File: src/rtl/key_pkg.sv
// Shared key types and helpers for the key event path and the decode stage.
package key_pkg;

  localparam int KEY_W  = 16;
  localparam int CODE_W = 4;

  typedef enum logic [1:0] {
    IDLE,
    HOLD,
    REPEAT
  } rpt_state_e;

  typedef struct packed {
    rpt_state_e rpt_state;
    logic       fifo_full;
  } key_dbg_t;

  // Lowest set bit wins; an all-zero vector encodes to 0.
  function automatic logic [CODE_W-1:0] lowest_set(input logic [KEY_W-1:0] v);
    logic [CODE_W-1:0] idx;
    idx = '0;
    for (int i = KEY_W - 1; i >= 0; i--) begin
      if (v[i]) idx = CODE_W'(i);
    end
    return idx;
  endfunction

endpackage

File: src/rtl/key_event_queue_if.sv
// Event pop port of the key event queue.
// Handshake: the queue holds evt_valid/evt_code stable until a rising edge with evt_valid & evt_ready.
interface key_event_queue_if
  import key_pkg::*;
#(
  parameter int DEPTH = 4
);
  localparam int CNT_W = $clog2(DEPTH + 1);

  logic              evt_valid;
  logic              evt_ready;
  logic [CODE_W-1:0] evt_code;
  logic              evt_overflow;
  logic [CNT_W-1:0]  evt_count;

  modport master (
    output evt_valid, evt_code, evt_overflow, evt_count,
    input  evt_ready
  );

  modport slave (
    input  evt_valid, evt_code, evt_overflow, evt_count,
    output evt_ready
  );
endinterface

File: src/rtl/key_fifo.sv
// Synchronous first-word-fall-through FIFO with sticky overflow flag.
module key_fifo
  import key_pkg::*;
#(
  parameter int DEPTH = 4,
  localparam int PTR_W = $clog2(DEPTH),
  localparam int CNT_W = $clog2(DEPTH + 1)
) (
  input  logic              clk,
  input  logic              rst,
  input  logic              push,
  input  logic [CODE_W-1:0] din,
  input  logic              pop,
  output logic [CODE_W-1:0] dout,
  output logic              full,
  output logic              empty,
  output logic [CNT_W-1:0]  count,
  output logic              overflow
);

  logic [CODE_W-1:0] mem_q [DEPTH];
  logic [CODE_W-1:0] mem_d [DEPTH];
  logic [PTR_W-1:0]  wr_ptr_q, wr_ptr_d;
  logic [PTR_W-1:0]  rd_ptr_q, rd_ptr_d;
  logic [CNT_W-1:0]  count_q, count_d;
  logic              overflow_q, overflow_d;
  logic [CODE_W-1:0] last_q, last_d;
  logic              push_ok, pop_ok;

  assign full     = (count_q == CNT_W'(DEPTH));
  assign empty    = (count_q == '0);
  assign count    = count_q;
  assign overflow = overflow_q;
  // When empty, show the most recently popped code rather than a stale slot.
  assign dout     = empty ? last_q : mem_q[rd_ptr_q];

  always_comb begin
    pop_ok     = pop && !empty;
    push_ok    = push && (!full || pop_ok);
    mem_d      = mem_q;
    wr_ptr_d   = wr_ptr_q;
    rd_ptr_d   = rd_ptr_q;
    count_d    = count_q;
    overflow_d = overflow_q || (push && !push_ok);
    last_d     = last_q;
    if (push_ok) begin
      mem_d[wr_ptr_q] = din;
      wr_ptr_d        = wr_ptr_q + PTR_W'(1);
    end
    if (pop_ok) begin
      last_d   = mem_q[rd_ptr_q];
      rd_ptr_d = rd_ptr_q + PTR_W'(1);
    end
    if (push_ok && !pop_ok) count_d = count_q + CNT_W'(1);
    else if (pop_ok && !push_ok) count_d = count_q - CNT_W'(1);
  end

  always_ff @(posedge clk) begin
    if (rst) begin
      for (int i = 0; i < DEPTH; i++) mem_q[i] <= '0;
      wr_ptr_q   <= '0;
      rd_ptr_q   <= '0;
      count_q    <= '0;
      overflow_q <= 1'b0;
      last_q     <= '0;
    end else begin
      mem_q      <= mem_d;
      wr_ptr_q   <= wr_ptr_d;
      rd_ptr_q   <= rd_ptr_d;
      count_q    <= count_d;
      overflow_q <= overflow_d;
      last_q     <= last_d;
    end
  end

endmodule

File: src/rtl/key_event_queue.sv
// Turns debounced key levels into press events buffered in a FWFT queue.
// Optional auto-repeat of the last pressed key is enabled with `define KEY_REPEAT_EN.
module key_event_queue
  import key_pkg::*;
#(
  parameter int DEPTH         = 4,
  parameter int HOLD_CYCLES   = 25_000_000,
  parameter int REPEAT_CYCLES = 10_000_000
) (
  input  logic             clk,
  input  logic             RST,
  input  logic [KEY_W-1:0] key_deb,
  key_event_queue_if.master evt_if,
  output key_dbg_t         dbg
);

  if (DEPTH < 2 || HOLD_CYCLES < 1 || REPEAT_CYCLES < 1) begin : g_bad_cfg
    $error("key_event_queue: invalid DEPTH/HOLD_CYCLES/REPEAT_CYCLES");
  end

  logic [KEY_W-1:0]  prev_q, prev_d;
  logic              settle_q;
  logic [KEY_W-1:0]  rise;
  logic              press;
  logic [CODE_W-1:0] press_code;
  logic              push;
  logic [CODE_W-1:0] push_code;
  logic              fifo_full;
  logic              fifo_empty;

  // The cycle right after reset only loads prev, so keys held through reset stay silent.
  always_comb begin
    prev_d     = key_deb;
    rise       = settle_q ? '0 : (key_deb & ~prev_q);
    press      = |rise;
    press_code = lowest_set(rise);
  end

  always_ff @(posedge clk) begin
    if (RST) begin
      prev_q   <= '0;
      settle_q <= 1'b1;
    end else begin
      prev_q   <= prev_d;
      settle_q <= 1'b0;
    end
  end

`ifdef KEY_REPEAT_EN
  localparam logic [31:0] HOLD_LAST = 32'(HOLD_CYCLES - 1);
  localparam logic [31:0] REP_LAST  = 32'(REPEAT_CYCLES - 1);

  rpt_state_e        state_q, state_d;
  logic [CODE_W-1:0] held_q, held_d;
  logic [31:0]       cnt_q, cnt_d;
  logic              rpt_fire;

  always_comb begin
    state_d  = state_q;
    held_d   = held_q;
    cnt_d    = cnt_q;
    rpt_fire = 1'b0;
    if (press) begin
      state_d = HOLD;
      held_d  = press_code;
      cnt_d   = '0;
    end else begin
      case (state_q)
        HOLD, REPEAT: begin
          if (!key_deb[held_q]) begin
            state_d = IDLE;
            cnt_d   = '0;
          end else if (cnt_q == ((state_q == HOLD) ? HOLD_LAST : REP_LAST)) begin
            rpt_fire = 1'b1;
            state_d  = REPEAT;
            cnt_d    = '0;
          end else begin
            cnt_d = cnt_q + 32'd1;
          end
        end
        default: ;
      endcase
    end
    push      = press || rpt_fire;
    push_code = press ? press_code : held_q;
  end

  always_ff @(posedge clk) begin
    if (RST) begin
      state_q <= IDLE;
      held_q  <= '0;
      cnt_q   <= '0;
    end else begin
      state_q <= state_d;
      held_q  <= held_d;
      cnt_q   <= cnt_d;
    end
  end

  assign dbg.rpt_state = state_q;
`else
  always_comb begin
    push      = press;
    push_code = press_code;
  end

  assign dbg.rpt_state = IDLE;
`endif

  key_fifo #(
    .DEPTH (DEPTH)
  ) u_fifo (
    .clk      (clk),
    .rst      (RST),
    .push     (push),
    .din      (push_code),
    .pop      (evt_if.evt_ready),
    .dout     (evt_if.evt_code),
    .full     (fifo_full),
    .empty    (fifo_empty),
    .count    (evt_if.evt_count),
    .overflow (evt_if.evt_overflow)
  );

  assign evt_if.evt_valid = !fifo_empty;
  assign dbg.fifo_full    = fifo_full;

endmodule
File: src/flat_wrapper.sv
// flat-port wrapper written by rule: the top's interface ports become plain ports
module key_event_queue_flat import key_pkg::*;
#(
  parameter int DEPTH         = 4,
  parameter int HOLD_CYCLES   = 25_000_000,
  parameter int REPEAT_CYCLES = 10_000_000
)
  (clk, RST, key_deb, dbg, evt_if_evt_valid, evt_if_evt_code, evt_if_evt_overflow, evt_if_evt_count, evt_if_evt_ready);
  key_event_queue_if #(.DEPTH(DEPTH)) evt_if_i ();
  input  logic clk;
  input  logic RST;
  input  logic [KEY_W-1:0] key_deb;
  output key_dbg_t dbg;
  output wire logic [$bits(evt_if_i.evt_valid)-1:0] evt_if_evt_valid;
  output wire logic [$bits(evt_if_i.evt_code)-1:0] evt_if_evt_code;
  output wire logic [$bits(evt_if_i.evt_overflow)-1:0] evt_if_evt_overflow;
  output wire logic [$bits(evt_if_i.evt_count)-1:0] evt_if_evt_count;
  input wire logic [$bits(evt_if_i.evt_ready)-1:0] evt_if_evt_ready;
  assign evt_if_evt_valid = evt_if_i.evt_valid;
  assign evt_if_evt_code = evt_if_i.evt_code;
  assign evt_if_evt_overflow = evt_if_i.evt_overflow;
  assign evt_if_evt_count = evt_if_i.evt_count;
  assign evt_if_i.evt_ready = evt_if_evt_ready;
  key_event_queue #(.DEPTH(DEPTH), .HOLD_CYCLES(HOLD_CYCLES), .REPEAT_CYCLES(REPEAT_CYCLES)) u_core (.clk(clk), .RST(RST), .key_deb(key_deb), .evt_if(evt_if_i), .dbg(dbg));
endmodule
File: config.mk
export PLATFORM = sky130hd
export DESIGN_NAME = key_event_queue_flat
export DESIGN_NICKNAME = d
export VERILOG_FILES = /design/src/rtl/key_pkg.sv /design/src/rtl/key_event_queue_if.sv /design/src/rtl/key_fifo.sv /design/src/rtl/key_event_queue.sv /design/src/flat_wrapper.sv
export SDC_FILE = /design/constraint.sdc
export NUM_CORES = 1
export LEC_CHECK = 0
export CORE_ASPECT_RATIO = 1.2
export CORE_UTILIZATION = 40
export DETAILED_ROUTE_END_ITERATION = 8
export PLACE_DENSITY = 0.7
export SETUP_SLACK_MARGIN = 0.02
export SYNTH_ARGS = -nofsm -noshare
export SYNTH_HDL_FRONTEND = slang
export SYNTH_SLANG_ARGS = --single-unit
File: constraint.sdc
create_clock -name clk -period 6.33 [get_ports clk]
set_clock_uncertainty 0.2 [all_clocks]
set_input_delay 1.266 -clock clk [delete_from_list [all_inputs] [get_ports clk]]
set_output_delay 1.266 -clock clk [all_outputs]
set_load 0.1 [all_outputs]
==> qor.csv, run 1 <==
stage;metric;value;unit
synthesis;top cell type's share of synthesized area;0.414;
place;GP Congestion;0.818;
cells_and_area;non-filler cells, final;303;
critical_path;Max stage delay cell, worst path;clkdlybuf4s50_1;
floorplanning;initial core utilization;0.414;
timing;setup repair after global routing missed its margin;false;
drt;Routed WL per cell;14.3;um
global_route;GRT Total Usage;0.157;
pwr;Leak;1.03;nW
synthesis;leading area contributor after synthesis;dfxtp_1;
clock_network;TritonCTS Sinks;45;
floorplanning;Vert. Die Dim;82.8;um
drt;via count;1600;
synthesis;synthesis-stage register bit count;45;
timing;slew margin rel.;0.351;
clock_network;CTS hold repair buffers;0;
drt;initial DRC count;71;
timing;Hold Fails Final Rpt;0;
min_path;Worst Hold Class;reg2reg;
timing;fin crit period;4.12;ns
clock_network;worst-skew pair later-pin latency;0.30;ns
drt;DR WL met3;161;um
global_route;antenna violations before repair;0;
floorplanning;Core Rows;29;
cells_and_area;Fill cells;471;
place;dpl hpwl;3.16;mm
pwr;VDD IR max;0.000168;V
drt;routed wl met2;2.15;mm
floorplanning;Die Area;5750;um^2
drt;DRC;0;
clock_network;clk root buf;clkbuf_8;
drt;Via-to-Cell Ratio;5.28;
clock_network;CTS H-tree lvls;2;
clock_network;CTS tree;built;
global_route;GRT Residual Overflow;0;
drt;top sig layer;met4;
clock_network;clock-pin transition on the worst setup and hold timing paths;0.08;ns
place;# port buffers;28;
cells_and_area;Layout area overhead;19.1;%
drt;M1 wire length;1.93;mm
pwr;total power;0.971;mW
critical_path;Worst Setup Path Type;reg2out;
timing;Slew @ Worst Pin;0.970;ns
floorplanning;die width;69.4;um
synthesis;sequential cell area fraction in the yosys report;0.414;
pwr;PD cells;374;nW/um^2
timing;final setup vio count;0;
status;outcome;finished clean;
synthesis;synth warn;0;
synthesis;netlist area before placement;2180;um^2
cells_and_area;final instance area;2590;um^2
global_route;number of global-route vias before repair;1546;
cells_and_area;number of nets in the layout;265;
global_route;largest net degree at the start of global routing;39;
drt;ANT nets after route;0;
clock_network;total CTS buffers;5;
floorplanning;Core Area;5260;um^2
timing;Max Clk Rate;243;MHz
drt;WL final;4.34;mm
timing;Tcrit/Tclk final;0.651;
critical_path;Crit. End Element;output port;
timing;setup_tns;0;ns
cells_and_area;ant diodes;0;
critical_path;critical path fanouts, max;6;
critical_path;arrival time worst endpoint;2.65;ns
synthesis;syn avg cell area;10.2;um^2
job;max-cap violation count;0;
place;Placed Area;2480;um^2
drt;1st-pass router iterations;4;
critical_path;Crit path largest cell delay;0.97;ns
floorplanning;# IOs;31;
cells_and_area;layout cell share with drive strength beyond 1;0.0996;
timing;Pins Over Slew Limit;0;
critical_path;Setup crit start kind;flop;
global_route;global-route wire length before repair;7.13;mm
place;placed insts;295;
synthesis;Synth cell types;41;
clock_network;setup bufs post-CTS;0;
critical_path;CP cell instances;mux4_2, mux2_2, clkdlybuf4s50_1;
critical_path;CP required;4.86;ns
clock_network;CTS Buffer Depth;2;
synthesis;cells after synthesis;214;
synthesis;Synth area leaders;dfxtp_1 41%, nor2b_1 7.5%, mux2i_1 6.4%, nand2b_1 4.3%, mux4_2 4.1%;
clock_network;Post-CTS Resized;0;
==> final cells by class <==
| class | instances | area, um^2 | area share |
|---|---|---|---|
| Sequential cell | 45 | 901 | 0.347 |
| Multi-Input combinational cell | 155 | 1200 | 0.463 |
| Inverter | 4 | 15.0 | 0.00579 |
| Timing Repair Buffer | 29 | 288 | 0.111 |
| Tap cell | 62 | 77.6 | 0.0299 |
| Clock inverter | 2 | 38.8 | 0.0149 |
| Clock buffer | 6 | 72.6 | 0.0280 |
==> flip-flops by register name (all words and copies together), names as in the netlist <==
name	cells
u_core.u_fifo.rd_ptr_q	2
u_core.settle_q	1
u_core.u_fifo.count	3
u_core.u_fifo.last_q	4
u_core.u_fifo.mem_q	16
u_core.u_fifo.wr_ptr_q	2
u_core.prev_q	16
u_core.u_fifo.overflow	1
==> synthesized netlist by cell type, drive strengths merged <==
cell and n:
a2111oi 2, a211o 1, a21o 3, a21oi 9
a22o 3, a31oi 1, a32o 1, a41oi 5
buf 5, clkbuf 6, clkinv 1, conb 1
dfxtp 45, fa 1, ha 5, inv 3
mux2 4, mux2i 14, mux4 4, nand2 16
nand2b 16, nand3 2, nand4 4, nor2 14
nor2b 26, nor3b 1, o211ai 2, o21ai 2
o221ai 1, o2bb2ai 4, o311a 1, o41a 1
or2b 2, or3 2, or4 1, xnor2 1
xor2 4
==> cell usage in the layout (no fill, tap or decap), types with 4 or more instances in the layout <==
master / count
a21oi_1: 6
nand2_1: 16
clkdlybuf4s50_1: 28
clkbuf_8: 5
o2bb2ai_1: 4
mux4_2: 4
nor2b_1: 26
a41oi_1: 4
mux2_2: 4
mux2i_1: 14
nand4_1: 4
nor2_1: 14
xor2_1: 4
dfxtp_1: 45
ha_1: 5
nand2b_1: 15
==> metal layers <==
layer,vias to the layer above,GRT usage
met5,-,0
met4,0,0.0724
met3,7,0.0449
met2,25,0.280
met1,769,0.170
li1,799,-
==> final timing paths <==
check / from / to / cells after the start / slack, ns
setup / recovery: u_core.u_fifo.rd_ptr_q[0] / evt_if_evt_code[3] / 3 / 2.21
hold / removal: u_core.u_fifo.mem_q[7] / u_core.u_fifo.mem_q[7] / 2 / 0.26
setup reg to reg: u_core.prev_q[15] / u_core.u_fifo.count[2] / 9 / 3.32
hold reg to reg: u_core.u_fifo.mem_q[7] / u_core.u_fifo.mem_q[7] / 2 / 0.26
==> per-stage QoR <==
stage / util / hold WS, ns / setup slack [ns]
2_1_floorplan: - / 0.227 / 1.95
3_3_place_gp: 0.472 / 0.241 / 2.01
3_5_place_dp: 0.472 / 0.250 / 1.95
4_1_cts: 0.493 / 0.271 / 2.18
5_1_grt: 0.493 / 0.283 / 2.07
6_report: 0.493 / 0.264 / 2.21
==> where the power goes <==
group / leakage, nW / switching, mW / internal (mW)
logic: 0.603 / 0.262 / 0.139
clock network: 0.0554 / 0.0987 / 0.119
registers: 0.370 / 0.0351 / 0.318
==> logic make-up after synthesis <==
group	synth area share
adder cells (fa/ha/maj)	0.0379
flip-flops	0.414
AO/OA/AOI/OAI	0.153
AND/OR/NAND/NOR	0.211
buffers and inverters	0.0362
other	0.00172
multiplexers	0.126
XOR/XNOR	0.0201
==> critical path, delay by kind of cell (launching register included) <==
family	cells	cell delay, ns
mux	2	0.86
flops	1	0.53
buf+inv	1	0.97
Note: power is estimated with default switching activity, not from simulation.
==> run 2, diff against run 1 <==
- clock period: 6.33 -> 4.1 ns (I/O delays scaled with it)
==> qor.csv, run 2 (synthesis results as in run 1) <==
stage;metric;value;unit;change
clock_network;clk root buf;clkbuf_8;;
global_route;antenna violations before repair;0;;unchanged
cells_and_area;ant diodes;0;;unchanged
global_route;largest net degree at the start of global routing;17;;-56%
critical_path;crit-path leading delay family;compound AO/OA/AOI/OAI gates;;
critical_path;Crit. End Element;flop;;
status;outcome;finished clean;;
clock_network;TritonCTS Sinks;45;;unchanged
critical_path;CP cell instances;clkdlybuf4s50_1, nand2b_1, a41oi_1, o41a_1, ha_1, inv_1, fa_1, xor2_1, or3_1, a21oi_1;;
clock_network;clock-pin transition on the worst setup and hold timing paths;0.09;ns;about the same
drt;WL final;4.45;mm;+2.7%
drt;initial DRC count;82;;+15%
clock_network;Post-CTS Resized;0;;unchanged
global_route;global-route wire length before repair;7.56;mm;+6.0%
critical_path;arrival time worst endpoint;3.25;ns;+0.60 ns
cells_and_area;Fill cells;514;;+9.1%
critical_path;Buf/Inv on CP;2;;+1
job;max-cap violation count;0;;unchanged
timing;fin crit period;3.21;ns;
timing;Hold Fails Final Rpt;0;;unchanged
floorplanning;Die Area;5750;um^2;unchanged
cells_and_area;number of nets in the layout;267;;+0.75%
timing;setup_tns;0;ns;unchanged
clock_network;CTS Buffer Depth;2;;unchanged
timing;setup repair after global routing missed its margin;false;;
place;# port buffers;28;;unchanged
drt;ANT nets after route;0;;unchanged
global_route;M2 GR Usage;0.290;;+0.0106
timing;slew margin rel.;0.352;;+0.00121
global_route;number of global-route vias before repair;1657;;+7.2%
cells_and_area;Layout area overhead;19.1;%;unchanged
clock_network;total CTS buffers;5;;unchanged
critical_path;Crit path largest cell delay;0.47;ns;-0.50 ns
cells_and_area;layout cell share with drive strength beyond 1;0.132;;+0.0321
floorplanning;Vert. Die Dim;82.8;um;unchanged
clock_network;setup bufs post-CTS;0;;unchanged
clock_network;CTS tree;built;;
timing;Tcrit/Tclk final;0.782;;
global_route;M3 GR Usage;0.0413;;-0.00364
floorplanning;Core Area;5260;um^2;unchanged
pwr;VDD IR max;0.000249;V;+48%
drt;1st-pass router iterations;4;;unchanged
place;pre-CTS setup slack;0.546;ns;-1.41 ns
critical_path;Setup crit start kind;input pin;;
critical_path;critical path fanouts, max;4;;-2
cells_and_area;commonest non-fill, non-tap cell in the layout;dfxtp_1;;
timing;Max Clk Rate;312;MHz;
critical_path;Max stage delay cell, worst path;clkdlybuf4s50_1;;
clock_network;CTS H-tree lvls;2;;unchanged
timing;Slew @ Worst Pin;0.968;ns;-0.00181 ns
cells_and_area;top flop regs;u_core.prev_q x16, u_core.u_fifo.mem_q x16, u_core.u_fifo.last_q x4;;
timing;Pins Over Slew Limit;0;;unchanged
cells_and_area;most frequent cells in the layout;45 x dfxtp_1, 26 x nor2b_1, 22 x clkdlybuf4s50_1;;
timing;worst setup margin;0.893;ns;-1.32 ns
place;dpl hpwl;3.28;mm;+3.8%
critical_path;CP required;4.14;ns;-0.72 ns
place;GP Congestion;0.777;;-5.0%
clock_network;CTS hold repair buffers;0;;unchanged
drt;Routed WL per cell;14.6;um;+2.0%
global_route;GR Util met1;0.191;;+0.0211
drt;Via-to-Cell Ratio;5.31;;+0.59%
global_route;GRT busiest layer;met2;;
timing;final setup vio count;0;;unchanged
drt;via count;1620;;+1.3%
pwr;PD cells;578;nW/um^2;+55%
floorplanning;Core Rows;29;;unchanged
global_route;GRT Residual Overflow;0;;unchanged
floorplanning;initial core utilization;0.414;;unchanged
clock_network;worst-skew pair later-pin latency;0.30;ns;about the same
global_route;GRT Total Usage;0.165;;+0.00803
pwr;Leak;1.05;nW;+1.9%
critical_path;Worst Setup Path Type;in2reg;;
min_path;Worst Hold Class;reg2reg;;
floorplanning;# IOs;31;;unchanged
drt;DRC;0;;unchanged
floorplanning;die width;69.4;um;unchanged
run 2: cell types whose count changed in the layout (fill, tap and decap cells not counted), sizes merged:
cell           change
clkdlybuf4s50      -6
buf                +8
run 2: path summary, 6_finish.rpt:
kind / start / end / slack [ns] / cells after the start
worst min register to register: u_core.u_fifo.mem_q[15] / u_core.u_fifo.mem_q[15] / 0.27 / 2
worst max register to register: u_core.u_fifo.count[0] / u_core.u_fifo.count[2] / 1.37 / 8
worst max-delay path: key_deb[15] / u_core.u_fifo.count[2] / 0.89 / 10
worst min-delay path: u_core.u_fifo.mem_q[15] / u_core.u_fifo.mem_q[15] / 0.27 / 2
run 2: per-stage QoR:
| step | std cells | total power, mW | utilization | hold slack, ns | area, um^2 |
|---|---|---|---|---|---|
| after floorplan | 215 | 1.05 | - | 0.227 | 2180 |
| after global routing | 305 | 1.57 | 0.493 | 0.283 | 2590 |
| final | 305 | 1.50 | 0.493 | 0.267 | 2590 |
| after global placement | 297 | 1.16 | 0.472 | 0.244 | 2480 |
| after detailed placement | 297 | 1.18 | 0.472 | 0.249 | 2480 |
| after CTS | 305 | 1.52 | 0.493 | 0.268 | 2590 |
run 2: cell type report:
cell class | instances | area (um^2) | share of cell area
tap | 62 | 77.6 | 0.0299
timing repair buffer | 31 | 288 | 0.111
multi-input combinational | 155 | 1200 | 0.463
clock inverter | 2 | 38.8 | 0.0149
inverter | 4 | 15.0 | 0.00579
clock buffer | 6 | 72.6 | 0.0280
sequential | 45 | 901 | 0.347
run 2: worst reg2reg max path: cells and delay by family (launching register included):
family,cells,cell delay (ns)
AND/OR/NAND/NOR,3,1.13
adder cells (fa/ha/maj),2,0.61
buffers and inverters,1,0.06
AO/OA/AOI/OAI,1,0.14
flip-flops,1,0.37
XOR/XNOR,1,0.16
run 2: metal layers:
metal | wire length [um] | share of wire
met1 | 1880 | 0.42
met2 | 2320 | 0.52
met3 | 161 | 0.036
met4 | 83 | 0.019
met5 | 0 | 0
run 2: power by group:
group | switching [mW] | leakage, nW | internal [mW]
clock | 0.156 | 0.0554 | 0.183
sequential | 0.0536 | 0.370 | 0.491
combinational | 0.405 | 0.623 | 0.212
total | 0.615 | 1.05 | 0.886
